`config.mk`:
```
export PLATFORM = sky130hd
export DESIGN_NAME = proc_mem
export DESIGN_NICKNAME = d
export VERILOG_FILES = /design/src/rtl/proc_mem.sv
export SDC_FILE = /design/constraint.sdc
export NUM_CORES = 1
export LEC_CHECK = 0
export CAP_MARGIN = 40
export CELL_PAD_IN_SITES_DETAIL_PLACEMENT = 0
export CELL_PAD_IN_SITES_GLOBAL_PLACEMENT = 2
export CORE_MARGIN = 3
export CORE_UTILIZATION = 40
export DETAILED_ROUTE_END_ITERATION = 8
export PLACE_DENSITY = 0.79
export SETUP_SLACK_MARGIN = 0.2
export SYNTH_ARGS = -nofsm -noshare
export SYNTH_HDL_FRONTEND = slang
export SYNTH_SLANG_ARGS = --single-unit
export TNS_END_PERCENT = 1
```
`constraint.sdc`:
```
create_clock -name Clock -period 8.8 [get_ports Clock]
set_input_delay 1.32 -clock Clock [delete_from_list [all_inputs] [get_ports Clock]]
set_output_delay 1.32 -clock Clock [all_outputs]
set_load 0.02 [all_outputs]
```
`src/rtl/proc_mem.sv`:
```
// Multicycle processor: fetches 16-bit instructions from a one-cycle-latency
// synchronous memory, executes mv/mvt/add/sub/ld/st/and/b{cond} with z/n/c flags.
module proc_mem #(
  parameter int DATA_W = 16,
  parameter int ADDR_W = 16,
  parameter logic [DATA_W-1:0] RESET_PC = '0
) (
  input  logic              Clock,
  input  logic              Resetn,
  input  logic              Run,
  input  logic [DATA_W-1:0] DIN,
  output logic [ADDR_W-1:0] ADDR,
  output logic [DATA_W-1:0] DOUT,
  output logic              W,
  output logic              Done,
  output logic [2:0]        dbg_state
);

  typedef enum logic [2:0] {F0, F1, F2, E1, E2, E3} state_t;

  localparam logic [2:0] OP_MV  = 3'b000;
  localparam logic [2:0] OP_MVT = 3'b001;
  localparam logic [2:0] OP_ADD = 3'b010;
  localparam logic [2:0] OP_SUB = 3'b011;
  localparam logic [2:0] OP_LD  = 3'b100;
  localparam logic [2:0] OP_ST  = 3'b101;
  localparam logic [2:0] OP_AND = 3'b110;
  localparam logic [2:0] OP_B   = 3'b111;

  state_t            state, state_nxt;
  logic [DATA_W-1:0] r [0:7];
  logic [15:0]       ir;
  logic [DATA_W-1:0] a, g;
  logic              z, n, c;

  logic [2:0]        op, rx, ry;
  logic              imm;
  logic [DATA_W-1:0] dext, mvt_val, opnd;
  logic [DATA_W:0]   sum;
  logic              taken;
  logic              alu_op;

  assign op      = ir[15:13];
  assign imm     = ir[12];
  assign rx      = ir[11:9];
  assign ry      = ir[2:0];
  assign dext    = {{(DATA_W-9){ir[8]}}, ir[8:0]};
  assign mvt_val = {ir[7:0], {(DATA_W-8){1'b0}}};
  assign opnd    = imm ? dext : r[ry];
  assign alu_op  = (op == OP_ADD) || (op == OP_SUB) || (op == OP_AND);
  assign dbg_state = state;

  // sub is A + ~op + 1, so the carry out reads as "no borrow"; and keeps c
  always_comb begin
    sum = {c, a & opnd};
    case (op)
      OP_ADD:  sum = {1'b0, a} + {1'b0, opnd};
      OP_SUB:  sum = {1'b0, a} + {1'b0, ~opnd} + (DATA_W+1)'(1);
      default: sum = {c, a & opnd};
    endcase
  end

  always_comb begin
    taken = 1'b0;
    case (rx)
      3'b000:  taken = 1'b1;
      3'b001:  taken = z;
      3'b010:  taken = ~z;
      3'b011:  taken = ~c;
      3'b100:  taken = c;
      3'b101:  taken = ~n;
      3'b110:  taken = n;
      default: taken = 1'b0;
    endcase
  end

  always_ff @(posedge Clock or negedge Resetn) begin
    if (!Resetn) state <= F0;
    else         state <= state_nxt;
  end

  always_comb begin
    state_nxt = state;
    Done      = 1'b0;
    case (state)
      F0: if (Run) state_nxt = F1;
      F1: state_nxt = F2;
      F2: state_nxt = E1;
      E1: begin
        if (op == OP_MV || op == OP_MVT || op == OP_B) begin
          Done      = 1'b1;
          state_nxt = F0;
        end else begin
          state_nxt = E2;
        end
      end
      E2: state_nxt = E3;
      E3: begin
        Done      = 1'b1;
        state_nxt = F0;
      end
      default: state_nxt = F0;
    endcase
  end

  // W is raised leaving E1 so it is high for the whole of E2 only
  always_ff @(posedge Clock or negedge Resetn) begin
    if (!Resetn) begin
      for (int i = 0; i < 7; i++) r[i] <= '0;
      r[7] <= RESET_PC;
      ir   <= '0;
      a    <= '0;
      g    <= '0;
      z    <= 1'b0;
      n    <= 1'b0;
      c    <= 1'b0;
      ADDR <= '0;
      DOUT <= '0;
      W    <= 1'b0;
    end else begin
      case (state)
        F0: begin
          if (Run) begin
            ADDR <= r[7][ADDR_W-1:0];
            r[7] <= r[7] + DATA_W'(1);
          end
        end
        F2: ir <= DIN[15:0];
        E1: begin
          case (op)
            OP_MV:  r[rx] <= opnd;
            OP_MVT: r[rx] <= mvt_val;
            OP_B:   if (taken) r[7] <= r[7] + dext;
            OP_LD:  ADDR <= r[ry][ADDR_W-1:0];
            OP_ST: begin
              ADDR <= r[ry][ADDR_W-1:0];
              DOUT <= r[rx];
              W    <= 1'b1;
            end
            default: a <= r[rx];
          endcase
        end
        E2: begin
          W <= 1'b0;
          if (alu_op) begin
            g <= sum[DATA_W-1:0];
            z <= (sum[DATA_W-1:0] == '0);
            n <= sum[DATA_W-1];
            c <= sum[DATA_W];
          end
        end
        E3: begin
          if (alu_op)          r[rx] <= g;
          else if (op == OP_LD) r[rx] <= DIN;
        end
        default: ;
      endcase
    end
  end

endmodule

```
==> results of run 1 <==
## metrics by stage
| stage | setup WS, ns | instances | util (%) | instance area, um^2 | hold slack (ns) |
|---|---|---|---|---|---|
| floorplan | 4.75 | 1437 | - | 14000 | 0.450 |
| detailed placement | 3.78 | 1871 | 44.4 | 15100 | 0.474 |
| global route | 3.38 | 1920 | 47.0 | 16000 | 0.510 |
| CTS | 3.71 | 1919 | 47.0 | 16000 | 0.487 |
| finish | 3.73 | 1920 | 47.0 | 16000 | 0.481 |
| global placement | 3.91 | 1864 | 44.0 | 15000 | 0.466 |
## worst max-delay path: stages, from the launching register on
cell,delay (ns)
dfrtp_1,0.82
buf_4,0.47
mux4_2,0.36
mux2_2,0.29
mux2i_1,0.37
inv_1,0.20
fa_1,0.43
nand3b_1,0.23
a211oi_1,0.40
o211ai_1,0.19
a21o_1,0.21
nand3_1,0.08
a31oi_1,0.10
nor4_1,0.45
nand4_1,0.15
o31ai_1,0.22
## worst paths after layout
path	endpoint	cells past startpoint	slack, ns	start
worst min-delay path	ADDR[10]$_DFFE_PN0P_	2	0.48	ADDR[10]$_DFFE_PN0P_
max in group asynchronous	a[5]$_DFFE_PN0P_	2	6.61	Resetn
worst min register to register	ADDR[10]$_DFFE_PN0P_	2	0.48	ADDR[10]$_DFFE_PN0P_
worst max register to register	z$_DFFE_PN0P_	15	3.73	ir[1]$_DFFE_PN0P_
min in group asynchronous	g[11]$_DFFE_PN0P_	1	0.84	Resetn
worst max-delay path	z$_DFFE_PN0P_	15	3.73	ir[1]$_DFFE_PN0P_
## registers in the layout, summed over array words and instances (netlist names)
name,count
r,128
ADDR,16
DOUT,16
a,16
g,16
ir,16
dbg_state,3
W,1
c,1
z,1
## cell families after synthesis
kind of cell	Yosys count	synth area share, %
xor gates and xnor gates	23	1.44
DFF	214	38.2
and+or+nand+nor	369	12.1
adders and majority gates	55	5.07
AOI/OAI and AO/OA	450	21.6
muxes	180	17.1
buffers and inverters	146	4.58
## per-layer routing
layer | part of all wire [%] | vias to the layer above | wire, um | GRT usage (%)
met5 | 0.032 | - | 16 | 0
met4 | 4.5 | 2 | 2270 | 10.8
met3 | 6.2 | 99 | 3150 | 4.37
met2 | 44 | 407 | 22400 | 40.1
met1 | 45 | 5934 | 22600 | 37.2
li1 | - | 5364 | - | -
## final cells by class
class	count	area share [%]
Clock buffer	33	4.49
Inverter	33	0.774
Sequential cell	214	33.5
Tap cell	448	3.50
Clock inverter	15	1.14
Timing Repair Buffer	100	6.10
Multi-Input combinational cell	1077	50.5
## synth_stat cells (7+ instances only)
cell        n  area share (%)
a21o_1     12            0.64
o22ai_1     9            0.40
a211oi_1   16            0.86
dfrtp_1   214              38
nor2b_1    10            0.45
a21oi_1   140             5.0
nor3_1     21            0.75
nand2b_1    7            0.31
mux2_2    103             8.3
o21bai_1    7            0.37
mux4_1      8             1.5
ha_1       52             4.6
nor2_1    164             4.4
buf_2      23            0.82
mux2i_1    40             2.9
mux4_2     22             3.5
a31oi_1    13            0.58
inv_1      32            0.86
nand2_1    82             2.2
xnor2_1    17             1.1
o21ai_2     7            0.44
nand3_1    21            0.75
clkbuf_1   74             2.0
o21a_1      9            0.48
o21ai_0    75             2.7
and3_1     22            0.98
a221oi_1   14            0.87
o211ai_1   11            0.59
a22oi_1    43             2.3
a22o_1     15            0.94
## layout by cell type (no fill, tap or decap), types with 6 or more instances in the layout
master	n
o21bai_1	7
nand3_1	21
and2_1	6
a211oi_1	16
inv_1	32
a21o_1	12
o311ai_0	6
mux2i_1	40
a211oi_2	6
clkbuf_16	27
a221oi_1	14
and3_1	22
ha_1	52
o21ai_2	7
nor3_1	18
mux4_2	22
nand2b_1	7
a22o_1	15
a21oi_2	7
nand2_1	82
o22ai_1	9
nor2_1	161
o21a_1	9
o21ai_0	75
mux2_2	103
a21oi_1	139
a31oi_1	13
clkinv_2	8
xnor2_1	17
a22oi_1	43
buf_4	39
mux4_1	8
clkdlybuf4s50_1	54
dfrtp_1	213
xor2_1	6
o31ai_1	6
o211ai_1	11
==> summary.txt, run 1 <==
Root buffer cell: clkbuf_16
Worst endpoint data arrival time: 5.50 ns
DP HPWL: 35.1 mm
Remaining antenna violation count: 0
CTS tree: built
Clk slew on worst S/H paths: 0.06 ns
Core area: 34,000 um^2
Die Width: 193 um
Max FO, Critical Path: 23
Final Skew: 0.0182 ns
Minimum clock period: 5.07 ns
Flops & latches, synth: 214
I/O pins: 56
Setup Fix Bufs, Post-CTS: 0
Startpoint Class: register
Post-synth EDFFs: 0
# resized after CTS: 0
Clock buffer count from CTS: 26
Ys async rst share: 100%
RSZ-0062 raised after global routing: no
Final Hold Viols: 0
Most used DFF post-synth: dfrtp_1
Avg WL per Cell: 26.2 um
Die H: 193 um
Antenna Cells: 0
Status: completed
Grt total ovfl: 0
Vias: 11,800
First-pass GRT wire length: 75.7 mm
Crit end category: register
Vias in the first global route: 11,400
Finish-stage setup viols: 0
Footprint of the multi-input gates: 8090 um^2
Seq/Total Area, Yosys: 38.2%
Drt first-iter violations: 1,020
Max Slew Vio Count: 0
Worst-margin pin slew: 0.941 ns
Core Rows: 67
Synth-to-layout area growth: 14.2%
Share of layout cells above drive strength 1: 18.8%
Initial antenna violation count: 1
Crit path required time: 9.23 ns
Final RePlAce weighted congestion: 0.965
Final setup TNS: 0 ns
DRT Pass-1 Iters: 5
Die area: 37,300 um^2
Syn Inst Count: 1,437
Reg area: 5360 um^2
DR vias/cell: 6.15
Clk sink count: 214
DRC Markers: 0
Syn Nets: 1,511
Syn Area/Cell: 9.76 um^2
Final period util: 57.6%
Total track usage: 26.2%
Final #Nets: 1,526
Class of the most critical hold timing path: reg2reg
CTS H-tree depth: 1
FILL cells: 3,329
Total Wirelength: 50.4 mm
Crit path kind: reg2reg
Buffers on Ports: 55
YS warnings: 0
Hold buffer count at CTS: 0
Largest buffer count on any clock path: 3
Clk_lat worst skew: 0.54 ns
Yosys cell types: 88
Initial core utilization: 41.2%
Largest net degree at the start of global routing: 114
Fmax: 197 MHz
Mapped Area: 14,000 um^2
Slew HR: 37.3%
# Max-Cap Violations: 0
Power of run 1 is left out: the tool's default activity adds up to more than one toggle a clock period on the data nets, which glitch-free logic cannot reach.
==> inputs of run 2 (changes only) <==
--- a/config.mk
+++ b/config.mk
@@ -9,9 +9,9 @@
 export CELL_PAD_IN_SITES_DETAIL_PLACEMENT = 0
 export CELL_PAD_IN_SITES_GLOBAL_PLACEMENT = 2
 export CORE_MARGIN = 3
-export CORE_UTILIZATION = 40
+export CORE_UTILIZATION = 37
 export DETAILED_ROUTE_END_ITERATION = 8
-export PLACE_DENSITY = 0.79
+export PLACE_DENSITY = 0.77
 export SETUP_SLACK_MARGIN = 0.2
 export SYNTH_ARGS = -nofsm -noshare
 export SYNTH_HDL_FRONTEND = slang
==> constraint.sdc (replaced) <==
create_clock -name Clock -period 4.2 [get_ports Clock]
set_input_delay 0.63 -clock Clock [delete_from_list [all_inputs] [get_ports Clock]]
set_output_delay 0.63 -clock Clock [all_outputs]
set_load 0.02 [all_outputs]
==> summary.txt, run 2 (synthesis results as in run 1) <==
Status: completed (unchanged)
Crit path kind: reg2reg (unchanged)
Remaining antenna violation count: 0 (unchanged)
Final RePlAce weighted congestion: 0.919 (was 0.965)
WP depth: 16 (was 15)
Commonest non-fill, non-tap cells in the layout: 212 x dfrtp_1, 161 x nor2_1, 134 x a21oi_1, 111 x buf_4, 97 x mux2_2 (was 213 x dfrtp_1, 161 x nor2_1, 139 x a21oi_1, 103 x mux2_2, 82 x nand2_1)
Final #Nets: 1,610 (was 1,526)
Max FO, Critical Path: 5 (was 23)
Finish-stage setup viols: 0 (unchanged)
Max Slew Vio Count: 0 (unchanged)
Total Wirelength: 52.2 mm (was 50.4 mm)
Die H: 201 um (was 193 um)
Initial core utilization: 37.9% (was 41.2%)
Crit path max-delay family: multiplexers (was compound AO/OA/AOI/OAI gates)
# Max-Cap Violations: 0 (unchanged)
DRC Markers: 0 (unchanged)
Crit-path most repeated cell: mux2_4
DRT Pass-1 Iters: 6 (was 5)
Hold buffer count at CTS: 0 (unchanged)
Fmax: 246 MHz (was 197 MHz)
Class of the most critical hold timing path: in2async (was reg2reg)
First-pass GRT wire length: 78.3 mm (was 75.7 mm)
I/O pins: 56 (unchanged)
Largest buffer count on any clock path: 3 (unchanged)
CP startpoint: ir[0]$_DFFE_PN0P_ (was ir[1]$_DFFE_PN0P_)
Worst flop-to-flop path endpoint: z$_DFFE_PN0P_ (unchanged)
Slew HR: 41.1% (was 37.3%)
Cell Count, Final, Fillers Out: 2,059 (was 1,920)
FILL cells: 3,555 (was 3,329)
Finished Cell Area: 17,100 um^2 (was 16,000 um^2)
Startpoint Class: register (unchanged)
Worst endpoint data arrival time: 4.51 ns (was 5.50 ns)
CTS H-tree depth: 1 (unchanged)
Avg WL per Cell: 25.3 um (was 26.2 um)
RR Startpoint: ir[0]$_DFFE_PN0P_ (was ir[1]$_DFFE_PN0P_)
Placed Area: 15,700 um^2 (was 15,100 um^2)
Largest stage delay, worst path: 0.48 ns (was 0.82 ns)
Crit-path slowest cell: mux4_2 (was dfrtp_1)
Crit path required time: 4.64 ns (was 9.23 ns)
Final period util: 96.7% (was 57.6%)
Crit end category: register (unchanged)
Buffers on Ports: 55 (unchanged)
Core Rows: 70 (was 67)
Root buffer cell: clkbuf_16 (unchanged)
WP buf/inv: 2 (unchanged)
Core area: 37,000 um^2 (was 34,000 um^2)
Vias: 12,200 (was 11,800)
Antenna Cells: 0 (unchanged)
R2R depth: 16 (was 15)
Vias in the first global route: 12,000 (was 11,400)
WHS: 0.0855 ns (was 0.481 ns)
R2r setup slk: 0.14 ns (was 3.73 ns)
Die Width: 201 um (was 193 um)
CP cell instances: buf_12, mux4_2, mux2_4, mux2_4, ha_4, fa_2, nand3b_1, a211oi_2, o211ai_1, buf_4, a21o_1, nand3_2, a31oi_4, nor4_4, nand4_1, o31ai_1 (was buf_4, mux4_2, mux2_2, mux2i_1, inv_1, fa_1, nand3b_1, a211oi_1, o211ai_1, a21o_1, nand3_1, a31oi_1, nor4_1, nand4_1, o31ai_1)
Clk_lat worst skew: 0.56 ns (was 0.54 ns)
Synth-to-layout area growth: 22.1% (was 14.2%)
RSZ-0062 raised after global routing: yes (was no)
Worst setup path end: z$_DFFE_PN0P_ (unchanged)
Initial antenna violation count: 0 (was 1)
Grt total ovfl: 0 (unchanged)
Final Hold Viols: 0 (unchanged)
Minimum clock period: 4.06 ns (was 5.07 ns)
Worst-margin pin slew: 0.880 ns (was 0.941 ns)
Total track usage: 25.3% (was 26.2%)
DR vias/cell: 5.91 (was 6.15)
Final Skew: 0.0348 ns (was 0.0182 ns)
Clock buffer count from CTS: 26 (unchanged)
DP HPWL: 38.4 mm (was 35.1 mm)
Die area: 40,300 um^2 (was 37,300 um^2)
Drt first-iter violations: 1,017 (was 1,020)
Max FFs per register: 128 (unchanged)
CTS tree: built (unchanged)
Largest net degree at the start of global routing: 96 (was 114)
Clk slew on worst S/H paths: 0.06 ns (about the same)
Dpl cells: 1,992 (was 1,871)
Clk sink count: 214 (unchanged)
Commonest non-fill, non-tap cell in the layout: dfrtp_1 (unchanged)
Share of layout cells above drive strength 1: 25.9% (was 18.8%)
Largest register by flop count: r (unchanged)
==> run 2: cell types whose count changed in the layout (fill, tap and decap cells not counted), sizes merged <==
cell	change
buf	+83
clkbuf	+5
clkinvlp	-3
bufinv	-2
clkinv	-2
bufbuf	+1
inv	+1
==> run 2: final cells by class <==
class | count | area, um^2 | area share, %
Inverter | 33 | 124 | 0.724
Tap cell | 504 | 631 | 3.68
Sequential cell | 214 | 5360 | 31.3
Clock buffer | 38 | 776 | 4.53
Clock inverter | 9 | 114 | 0.665
Timing Repair Buffer | 184 | 1710 | 9.99
Multi-Input combinational cell | 1077 | 8410 | 49.1
==> run 2: how the worst min path moves through the flow <==
stage | start | end | cells after the start
finish | Resetn | r[75]$_DFFE_PN0P_ | 1
global route | Resetn | r[107]$_DFFE_PN0P_ | 1
CTS | Resetn | r[90]$_DFFE_PN0P_ | 1
detailed placement | ADDR[1]$_DFFE_PN0P_ | ADDR[1]$_DFFE_PN0P_ | 2
global placement | ADDR[4]$_DFFE_PN0P_ | ADDR[4]$_DFFE_PN0P_ | 2
floorplan | Resetn | ADDR[0]$_DFFE_PN0P_ | 0
==> run 2: per-stage QoR <==
| stage | util [%] | TNS [ns] | setup slack, ns |
|---|---|---|---|
| 2_1_floorplan | - | 0 | 0.212 |
| 3_3_place_gp | 42.2 | -0.0237 | -0.0190 |
| 3_5_place_dp | 42.5 | -0.0106 | -0.00756 |
| 4_1_cts | 46.0 | 0 | 0.168 |
| 5_1_grt | 46.3 | -0.280 | -0.0943 |
| 6_report | 46.3 | 0 | 0.137 |
==> run 2: what timing repair did <==
action / in CTS / in global routing
cloned: 1 / 0
resized for setup: 54 / 16
endpoints found under the setup margin: 7 / 9
pin swaps: 17 / 12
setup buffers: 16 / 3
==> run 2: metal layers <==
layer  global-route usage, %  vias to the layer above  part of all wire [%]
li1                        -                     5509                     -
met1                    35.1                     6104                    44
met2                    37.0                      451                    43
met3                    5.84                      110                   7.8
met4                    12.8                        0                   6.0
met5                       0                        -                     0
Power of run 2 is left out for the same reason.
